$ cat src/rtl/rv_mem_arb_pkg.sv
// Shared types and constants for the two-port memory arbiter.
// Included by the picker, the interface users and the top.
package rv_mem_arb_pkg;

    typedef enum logic [1:0] {
        IDLE  = 2'd0,
        ISSUE = 2'd1,
        WAIT  = 2'd2,
        RESP  = 2'd3
    } arb_state_t;

    localparam logic OWN_CORE = 1'b0;
    localparam logic OWN_DMA  = 1'b1;

endpackage

$ cat src/rtl/rv_mem_arb_if.sv
// Bus bundle for rv_mem_arb: core port, loader port, memory port.
// slave = arbiter side, master = requesters/memory side.
interface rv_mem_arb_if #(
    parameter int AW = 32,
    parameter int DW = 32
);
    logic          c_req;
    logic          c_we;
    logic [AW-1:0] c_addr;
    logic [DW-1:0] c_wdata;
    logic [DW-1:0] c_rdata;
    logic          c_done;

    logic          d_req;
    logic          d_we;
    logic [AW-1:0] d_addr;
    logic [DW-1:0] d_wdata;
    logic [DW-1:0] d_rdata;
    logic          d_done;

    logic          m_en;
    logic          m_we;
    logic [AW-1:0] m_addr;
    logic [DW-1:0] m_wdata;
    logic [DW-1:0] m_rdata;

    logic          busy;
    logic          owner;

    modport slave (
        input  c_req, c_we, c_addr, c_wdata,
        input  d_req, d_we, d_addr, d_wdata,
        input  m_rdata,
        output c_rdata, c_done, d_rdata, d_done,
        output m_en, m_we, m_addr, m_wdata,
        output busy, owner
    );

    modport master (
        output c_req, c_we, c_addr, c_wdata,
        output d_req, d_we, d_addr, d_wdata,
        output m_rdata,
        input  c_rdata, c_done, d_rdata, d_done,
        input  m_en, m_we, m_addr, m_wdata,
        input  busy, owner
    );

endinterface

$ cat src/rtl/rv_arb_pick.sv
// Combinational 2-way request picker (round-robin on ties).
// RV_MEM_ARB_CORE_PRIO_EN: core always wins a tie instead.
module rv_arb_pick
    import rv_mem_arb_pkg::*;
(
    input  logic c_req,
    input  logic d_req,
    input  logic last_owner,
    output logic grant_valid,
    output logic grant_id
);

    logic tie_id;

`ifdef RV_MEM_ARB_CORE_PRIO_EN
    logic unused_last_owner;
    assign unused_last_owner = last_owner;
    assign tie_id = OWN_CORE;
`else
    assign tie_id = ~last_owner;
`endif

    // select the winner among the present requests
    always_comb begin
        grant_valid = c_req | d_req;
        grant_id    = OWN_CORE;
        unique case (1'b1)
            (c_req & d_req):  grant_id = tie_id;
            (d_req & ~c_req): grant_id = OWN_DMA;
            default:          grant_id = OWN_CORE;
        endcase
    end

endmodule

$ cat src/rtl/rv_mem_arb.sv
// Single-port memory arbiter: core vs loader, whole-transaction grants.
// Build option: RV_MEM_ARB_CORE_PRIO_EN selects fixed core priority.
module rv_mem_arb
    import rv_mem_arb_pkg::*;
#(
    parameter int AW      = 32,
    parameter int DW      = 32,
    parameter int MEM_LAT = 1
) (
    input logic         clk,
    input logic         rst,
    rv_mem_arb_if.slave bus
);

    localparam int CW = $clog2(MEM_LAT + 1) + 1;

    arb_state_t    state;
    arb_state_t    state_nxt;
    logic [CW-1:0] cnt;
    logic          cap;
    logic          cmd_we;
    logic [AW-1:0] cmd_addr;
    logic [DW-1:0] cmd_wdata;
    logic          owner_q;
    logic          last_owner;
    logic [DW-1:0] c_rdata_q;
    logic [DW-1:0] d_rdata_q;
    logic          grant_valid;
    logic          grant_id;

    rv_arb_pick u_pick (
        .c_req       (bus.c_req),
        .d_req       (bus.d_req),
        .last_owner  (last_owner),
        .grant_valid (grant_valid),
        .grant_id    (grant_id)
    );

    // state register
    always_ff @(posedge clk or posedge rst) begin
        if (rst) state <= IDLE;
        else     state <= state_nxt;
    end

    // next state and read-capture strobe
    always_comb begin
        state_nxt = state;
        cap       = 1'b0;
        unique case (state)
            IDLE:  if (grant_valid) state_nxt = ISSUE;
            ISSUE: state_nxt = cmd_we ? RESP : WAIT;
            WAIT: begin
                if (cnt == CW'(MEM_LAT)) begin
                    cap       = 1'b1;
                    state_nxt = RESP;
                end
            end
            RESP:    state_nxt = IDLE;
            default: state_nxt = IDLE;
        endcase
    end

    // latch the winner's command; counter reads 1 on the first WAIT cycle
    always_ff @(posedge clk or posedge rst) begin
        if (rst) begin
            cmd_we     <= 1'b0;
            cmd_addr   <= '0;
            cmd_wdata  <= '0;
            owner_q    <= OWN_CORE;
            last_owner <= OWN_DMA;
            cnt        <= '0;
        end else begin
            if (state == IDLE && grant_valid) begin
                cmd_we     <= grant_id ? bus.d_we    : bus.c_we;
                cmd_addr   <= grant_id ? bus.d_addr  : bus.c_addr;
                cmd_wdata  <= grant_id ? bus.d_wdata : bus.c_wdata;
                owner_q    <= grant_id;
                last_owner <= grant_id;
            end
            if (state == ISSUE)
                cnt <= CW'(1);
            else if (state == WAIT && !cap)
                cnt <= cnt + 1'b1;
        end
    end

    // capture read data into the owner's register only
    always_ff @(posedge clk or posedge rst) begin
        if (rst) begin
            c_rdata_q <= '0;
            d_rdata_q <= '0;
        end else if (cap) begin
            if (owner_q == OWN_DMA) d_rdata_q <= bus.m_rdata;
            else                    c_rdata_q <= bus.m_rdata;
        end
    end

    assign bus.m_en    = (state == ISSUE);
    assign bus.m_we    = (state == ISSUE) & cmd_we;
    assign bus.m_addr  = cmd_addr;
    assign bus.m_wdata = cmd_wdata;
    assign bus.c_done  = (state == RESP) & (owner_q == OWN_CORE);
    assign bus.d_done  = (state == RESP) & (owner_q == OWN_DMA);
    assign bus.c_rdata = c_rdata_q;
    assign bus.d_rdata = d_rdata_q;
    assign bus.busy    = (state != IDLE);
    assign bus.owner   = owner_q;

endmodule

$ cat src/flat_wrapper.sv
// flat-port wrapper written by rule: the top's interface ports become plain ports
module rv_mem_arb_flat import rv_mem_arb_pkg::*;
#(
    parameter int AW      = 32,
    parameter int DW      = 32,
    parameter int MEM_LAT = 1
)
  (clk, rst, bus_c_req, bus_c_we, bus_c_addr, bus_c_wdata, bus_d_req, bus_d_we, bus_d_addr, bus_d_wdata, bus_m_rdata, bus_c_rdata, bus_c_done, bus_d_rdata, bus_d_done, bus_m_en, bus_m_we, bus_m_addr, bus_m_wdata, bus_busy, bus_owner);
  rv_mem_arb_if #(.AW(AW), .DW(DW)) bus_i ();
  input logic clk;
  input logic rst;
  input wire logic [$bits(bus_i.c_req)-1:0] bus_c_req;
  input wire logic [$bits(bus_i.c_we)-1:0] bus_c_we;
  input wire logic [$bits(bus_i.c_addr)-1:0] bus_c_addr;
  input wire logic [$bits(bus_i.c_wdata)-1:0] bus_c_wdata;
  input wire logic [$bits(bus_i.d_req)-1:0] bus_d_req;
  input wire logic [$bits(bus_i.d_we)-1:0] bus_d_we;
  input wire logic [$bits(bus_i.d_addr)-1:0] bus_d_addr;
  input wire logic [$bits(bus_i.d_wdata)-1:0] bus_d_wdata;
  input wire logic [$bits(bus_i.m_rdata)-1:0] bus_m_rdata;
  output wire logic [$bits(bus_i.c_rdata)-1:0] bus_c_rdata;
  output wire logic [$bits(bus_i.c_done)-1:0] bus_c_done;
  output wire logic [$bits(bus_i.d_rdata)-1:0] bus_d_rdata;
  output wire logic [$bits(bus_i.d_done)-1:0] bus_d_done;
  output wire logic [$bits(bus_i.m_en)-1:0] bus_m_en;
  output wire logic [$bits(bus_i.m_we)-1:0] bus_m_we;
  output wire logic [$bits(bus_i.m_addr)-1:0] bus_m_addr;
  output wire logic [$bits(bus_i.m_wdata)-1:0] bus_m_wdata;
  output wire logic [$bits(bus_i.busy)-1:0] bus_busy;
  output wire logic [$bits(bus_i.owner)-1:0] bus_owner;
  assign bus_i.c_req = bus_c_req;
  assign bus_i.c_we = bus_c_we;
  assign bus_i.c_addr = bus_c_addr;
  assign bus_i.c_wdata = bus_c_wdata;
  assign bus_i.d_req = bus_d_req;
  assign bus_i.d_we = bus_d_we;
  assign bus_i.d_addr = bus_d_addr;
  assign bus_i.d_wdata = bus_d_wdata;
  assign bus_i.m_rdata = bus_m_rdata;
  assign bus_c_rdata = bus_i.c_rdata;
  assign bus_c_done = bus_i.c_done;
  assign bus_d_rdata = bus_i.d_rdata;
  assign bus_d_done = bus_i.d_done;
  assign bus_m_en = bus_i.m_en;
  assign bus_m_we = bus_i.m_we;
  assign bus_m_addr = bus_i.m_addr;
  assign bus_m_wdata = bus_i.m_wdata;
  assign bus_busy = bus_i.busy;
  assign bus_owner = bus_i.owner;
  rv_mem_arb #(.AW(AW), .DW(DW), .MEM_LAT(MEM_LAT)) u_core (.clk(clk), .rst(rst), .bus(bus_i));
endmodule
$ cat config.mk
export PLATFORM = sky130hd
export DESIGN_NAME = rv_mem_arb_flat
export DESIGN_NICKNAME = d
export VERILOG_FILES = /design/src/rtl/rv_mem_arb_pkg.sv /design/src/rtl/rv_mem_arb_if.sv /design/src/rtl/rv_arb_pick.sv /design/src/rtl/rv_mem_arb.sv /design/src/flat_wrapper.sv
export SDC_FILE = /design/constraint.sdc
export NUM_CORES = 1
export LEC_CHECK = 0
export CAP_MARGIN = 0
export CORE_UTILIZATION = 40
export DETAILED_ROUTE_END_ITERATION = 10
export PLACE_DENSITY = 0.8
export SLEW_MARGIN = 10
export SYNTH_ARGS = -nofsm -noshare
export SYNTH_HDL_FRONTEND = slang
export SYNTH_HIERARCHICAL = 1
export SYNTH_SLANG_ARGS = --single-unit
$ cat constraint.sdc
create_clock -name clk -period 5.1 [get_ports clk]
set_clock_uncertainty 0.05 [all_clocks]
set_input_delay 1.02 -clock clk [delete_from_list [all_inputs] [get_ports clk]]
set_output_delay 1.02 -clock clk [all_outputs]
set_load 0.1 [all_outputs]
==> flow_summary.json, run 1 <==
{
  "timing.final.crit_share_pct": 69.69,
  "finalHoldViolCount": 0,
  "detailed_place_hpwl_um": 11590,
  "clkSinkCount": 135,
  "synth_nets": 631,
  "dieArea_um2": 14880,
  "crit_chain": "inv_1, ha_1, and2_1, clkdlybuf4s50_1",
  "critical-path-slowest-cell": "clkdlybuf4s50_1",
  "highest-signal-layer": "met4",
  "grt_overflow_total": 0,
  "post_synth_instance_area_um2": 5759,
  "cp_data_required_time_ns": 4.03,
  "pin_count": 300,
  "clock_buffers_created_by_tritoncts": 17,
  "tritoncts": "done",
  "maxCapViolCount": 0,
  "ctsHoldBuffers": 0,
  "crit_path_end": "bus_m_we",
  "reg2reg_setup_slack_ns": 2.90,
  "fillCellCount": 1054,
  "grt_start_max_net_pins": 118,
  "floorplan.die.width_um": 122.0,
  "final_layout_size_suffix_gt1_share_pct": 13.95,
  "drt_drc_violations_left": 0,
  "finish.net_count": 926,
  "post-cts-setup-buffers": 0,
  "clockRootBuffer": "clkbuf_16",
  "initial_core_utilization_pct": 41.17,
  "path_depth": 4,
  "port_buffer_cells": 299,
  "startpoint": "u_core/state[1]",
  "netlist_top_cells_area": "dfrtp_1 58%, mux2_2 13%, mux2i_1 11%",
  "synthDistinctLibCells": 29,
  "routed_wire_length_on_met2_um": 7688,
  "max-slew-margin-rel_pct": 28.52,
  "met1_length_um": 6259,
  "detailroute.via_count": 4521,
  "area_growth_syn_to_layout_pct": 64.41,
  "r2r_end": "u_core/bus.c_rdata[8]",
  "dr.pass1.iters": 4,
  "core_area_um2": 13990,
  "wire_length_of_the_first_global_routing_pass_um": 23910,
  "met3_wirelength_um": 1152,
  "clock_tree.htree_level_count": 4,
  "ys_warn_count": 6,
  "gp_routability_congestion": 0.7635,
  "netlist.top_cell.by_area": "dfrtp_1",
  "path_class": "reg2out",
  "fin_tns_setup_ns": 0,
  "timing.critical_path.to_type": "primary output",
  "reg2reg_from": "u_core/state[0]",
  "cp.buffers_inverters": 2,
  "grt_pass1_vias": 4681,
  "synth_cells": 459,
  "area_share_of_the_leading_cell_type_in_the_synthesized_netlist_pct": 58.22,
  "globalRouteTotalUtil_pct": 21.16,
  "timing_worst_slew_pin_value_ns": 1.069,
  "avg_inst_size_synth_um2": 12.55,
  "worst-endpoint-arrival_ns": 2.48,
  "pre_cts_slack_ns": 1.981,
  "route.antenna.remaining_nets": 0,
  "rsz0062_at_grt": "false",
  "crit_fanout": 5,
  "antenna_found_initial": 0,
  "ctsResizeCount": 0,
  "synth-seq-area-share_pct": 58.68,
  "final-max-slew-violation-count": 0,
  "ys_dominant_reg_cell": "dfrtp_1",
  "clock_latency_ns": 0.40,
  "routed_wirelength_um": 15380,
  "row_count": 43,
  "synth_enable_flop_cells": 0,
  "asyncSetResetFlopFracSynth_pct": 100.0,
  "first_iter_violations": 156,
  "run_status": "finished clean",
  "path_delay_family": "buffers and inverters",
  "finalWorstPathRequiredPeriod_ns": 3.554,
  "clkSlewWorstSetupHoldPaths_ns": 0.06,
  "antenna-diode-count": 0,
  "synth.ff_latch_count": 135,
  "fmax_mhz": 281.4,
  "final-setup-viol-count": 0,
  "hold_path_class": "reg2reg",
  "routed_via_density": 4.774,
  "rr_worst_depth": 4,
  "critical-path-max-stage-delay_ns": 1.13,
  "startpoint_type": "flop",
  "wl_per_cell_um": 16.24,
  "chipHeight_um": 122.0,
  "clockBufferDepth": 2,
  "final.setup.worst_slack_ns": 1.546
}
==> synth_stat cells, drive strengths merged, types with 2 or more instances <==
library cell and number:
dfrtp 134, nand2 71, mux2 65, mux2i 65, o21ai 65, buf 19
clkbuf 9, ha 6, inv 6, and2 3, nor2 2
==> through the flow <==
step / cell area (um^2) / utilization, % / cells / hold slack [ns]
3_5_place_dp: 8865 / 63.37 / 915 / 0.4194
3_3_place_gp: 8865 / 63.37 / 915 / 0.4117
4_1_cts: 9469 / 67.69 / 947 / 0.4328
5_1_grt: 9469 / 67.69 / 947 / 0.4562
2_1_floorplan: 5759 / - / 459 / 0.3869
6_report: 9469 / 67.69 / 947 / 0.4253
==> state kept, by name, summed over array words and instances, names as in the netlist <==
name                count
u_core/bus.c_rdata     32
u_core/bus.m_wdata     32
u_core/bus.m_addr      32
u_core/state            2
u_core/bus.owner        1
u_core/last_owner       1
u_core/cnt              2
u_core/bus.d_rdata     32
u_core/cmd_we           1
==> worst min-delay path: stages (launching register included) <==
cell	delay, ns
dfrtp_1	0.34
nand2_1	0.04
o21ai_0	0.06
==> metal layers <==
| layer | global-route usage (%) | vias to the layer above |
|---|---|---|
| li1 | - | 2179 |
| met1 | 24.95 | 2115 |
| met2 | 36.33 | 206 |
| met3 | 6.180 | 21 |
| met4 | 7.793 | 0 |
| met5 | 0 | - |
==> final cells by class <==
| type | instances | area [um^2] | area share, % |
|---|---|---|---|
| flip-flops and latches | 135 | 3379 | 35.69 |
| clock buffers | 19 | 432.9 | 4.572 |
| inverters | 6 | 27.53 | 0.2907 |
| repair buffers | 304 | 3043 | 32.14 |
| clock inverters | 13 | 171.4 | 1.810 |
| well taps | 180 | 225.2 | 2.378 |
| multi-input cells | 290 | 2190 | 23.12 |
==> worst min-delay path by stage <==
stage                      startpoint                      to  slack [ns]  depth (start not counted)
4_1_cts         u_core/bus.m_addr[22]   u_core/bus.m_addr[22]        0.43                          2
3_5_place_dp   u_core/bus.m_wdata[26]  u_core/bus.m_wdata[26]        0.42                          2
3_3_place_gp    u_core/bus.m_addr[11]   u_core/bus.m_addr[11]        0.41                          2
2_1_floorplan       u_core/last_owner       u_core/last_owner        0.39                          2
6_report        u_core/bus.m_addr[22]   u_core/bus.m_addr[22]        0.43                          2
5_1_grt          u_core/bus.m_addr[7]    u_core/bus.m_addr[7]        0.46                          2
==> cells by family (layout without fill, tap and decap cells) <==
logic type / after synthesis / count (layout) / share of synthesized area [%]
buf+inv: 34 / 342 / 3.628
fa+ha+maj: 6 / 6 / 1.303
flops: 135 / 135 / 58.68
compound gates: 70 / 70 / 6.279
mux: 130 / 130 / 24.01
xor+xnor: 1 / 1 / 0.1521
simple gates: 83 / 83 / 5.953
==> placed cells by master, fill, tap and decap left out <==
cell type        instances
clkdlybuf4s50_1        299
dfrtp_1                134
nand2_1                 70
mux2_2                  65
mux2i_1                 65
o21ai_0                 65
clkbuf_16               17
ha_1                     6
clkinv_4                 5
inv_1                    5
buf_4                    4
bufinv_16                3
inv_6                    3
clkbuf_1                 2
clkinvlp_4               2
and2_1                   2
nor2_1                   2
clkinv_2                 1
nand3_1                  1
nand3b_2                 1
nand2_4                  1
and2b_2                  1
and2_2                   1
nor2b_1                  1
a211oi_1                 1
a21oi_1                  1
xnor2_1                  1
nand2b_1                 1
a211o_1                  1
nor3_1                   1
a22oi_1                  1
dfstp_2                  1
buf_12                   1
a21boi_4                 1
or2_1                    1
Power of run 1 is left out: the tool's default activity adds up to more than one toggle a clock period on the data nets, which glitch-free logic cannot reach.
==> run 2: changes to the inputs <==
Clock period 5.1 ns to 3.3 ns, I/O delays scaled along.
==> flow_summary.json, run 2 (synthesis gave the netlist of run 1 again) <==
{
  "run_status": "finished clean",
  "row_count": 43,
  "routed_via_density": 4.842,
  "cp.buffers_inverters": 2,
  "fin_tns_setup_ns": 0,
  "timing_worst_slew_pin_value_ns": 0.9367,
  "route.antenna.remaining_nets": 0,
  "mostFrequentLayoutCell": "clkdlybuf4s50_1",
  "drt_drc_violations_left": 0,
  "critical-path-slowest-cell": "dfrtp_1",
  "first_iter_violations": 201,
  "dr.pass1.iters": 6,
  "path_class": "reg2out",
  "port_buffer_cells": 299,
  "max-slew-margin-rel_pct": 37.22,
  "rsz0062_at_grt": "false",
  "startpoint_type": "flop",
  "timing.final.crit_share_pct": 71.95,
  "ctsResizeCount": 0,
  "finalWorstPathRequiredPeriod_ns": 2.375,
  "grt_pass1_vias": 4714,
  "crit_chain": "inv_1, ha_1, and2_1, buf_4",
  "layout.core_utilization_pct": 65.84,
  "final_layout_size_suffix_gt1_share_pct": 31.91,
  "dp_cells": 919,
  "pin_count": 300,
  "tritoncts": "done",
  "clockRootBuffer": "clkbuf_16",
  "finish.net_count": 930,
  "floorplan.die.width_um": 122.0,
  "dieArea_um2": 14880,
  "finalHoldViolCount": 0,
  "top_library_cells_by_usage_in_the_layout_fill_and_taps_aside": "165 x clkdlybuf4s50_1, 140 x buf_4, 134 x dfrtp_1, 70 x nand2_1",
  "chipHeight_um": 122.0,
  "maxCapViolCount": 0,
  "wire_length_of_the_first_global_routing_pass_um": 23970,
  "routed_wirelength_um": 15950,
  "critical-path-max-stage-delay_ns": 0.42,
  "hold_path_class": "reg2reg",
  "wl_per_cell_um": 16.78,
  "clock_latency_ns": 0.41,
  "final-setup-viol-count": 0,
  "post-cts-setup-buffers": 0,
  "gp_routability_congestion": 0.7596,
  "final-max-slew-violation-count": 0,
  "grt_start_max_net_pins": 136,
  "timing.critical_path.to_type": "primary output",
  "clkSinkCount": 135,
  "fillCellCount": 1068,
  "pre_cts_slack_ns": 0.7045,
  "crit_fanout": 5,
  "globalRouteTotalUtil_pct": 21.54,
  "detailroute.via_count": 4605,
  "worst-endpoint-arrival_ns": 1.66,
  "final.setup.worst_slack_ns": 0.9255,
  "ctsHoldBuffers": 0,
  "antenna_found_initial": 0,
  "area_growth_syn_to_layout_pct": 59.92,
  "detailed_place_hpwl_um": 11700,
  "clockBufferDepth": 2,
  "clock_tree.htree_level_count": 4,
  "path_delay_family": "buffers and inverters",
  "antenna-diode-count": 0,
  "fin_cells": 951,
  "clock_buffers_created_by_tritoncts": 17,
  "clkSlewWorstSetupHoldPaths_ns": 0.05,
  "cp_data_required_time_ns": 2.59,
  "core_area_um2": 13990,
  "grt_overflow_total": 0,
  "fmax_mhz": 421.1,
  "initial_core_utilization_pct": 41.17
}
[run 2: changes by cell type in the layout (fill, tap and decap cells not counted), sizes merged]
cell / change
buf: +138
clkdlybuf4s50: -134
bufinv: +1
clkbuf: -1
clkinv: -1
clkinvlp: +1
[run 2: metal layers]
layer / vias to the layer above / track usage [%] / routed length, um
li1: 2178 / - / -
met1: 2174 / 23.70 / 6091
met2: 221 / 37.29 / 8138
met3: 32 / 6.882 / 1316
met4: 0 / 10.57 / 407
met5: - / 0 / 0
[run 2: worst min-delay path: stages (launching register included)]
cell and delay, ns:
dfrtp_1 0.34, nand2_1 0.04, o21ai_0 0.06
[run 2: per-stage QoR]
stage / hold WS [ns] / cell area (um^2)
floorplan: 0.3869 / 5763
global placement: 0.4117 / 8583
detailed placement: 0.4212 / 8583
CTS: 0.4353 / 9210
global route: 0.4503 / 9210
finish: 0.4291 / 9210
[run 2: area by class of cell]
type / count / area [um^2] / area share [%]
Sequential cell: 135 / 3379 / 36.69
Clock inverter: 14 / 197.7 / 2.146
Multi-Input combinational cell: 290 / 2190 / 23.77
Tap cell: 180 / 225.2 / 2.445
Inverter: 6 / 26.28 / 0.2853
Clock buffer: 18 / 429.2 / 4.660
Timing Repair Buffer: 308 / 2763 / 30.00
[run 2: path summary, 6_finish.rpt]
kind | start | endpoint | slack [ns] | cells past startpoint
setup / recovery | u_core/state[1] | bus_m_we | 0.93 | 4
hold / removal | u_core/bus.m_wdata[30] | u_core/bus.m_wdata[30] | 0.43 | 2
setup reg to reg | u_core/state[0] | u_core/bus.c_rdata[0] | 1.09 | 4
hold reg to reg | u_core/bus.m_wdata[30] | u_core/bus.m_wdata[30] | 0.43 | 2
max in group asynchronous | rst | u_core/bus.m_wdata[16] | 1.89 | 3
min in group asynchronous | rst | u_core/bus.owner | 0.73 | 3
Power of run 2 is left out for the same reason.
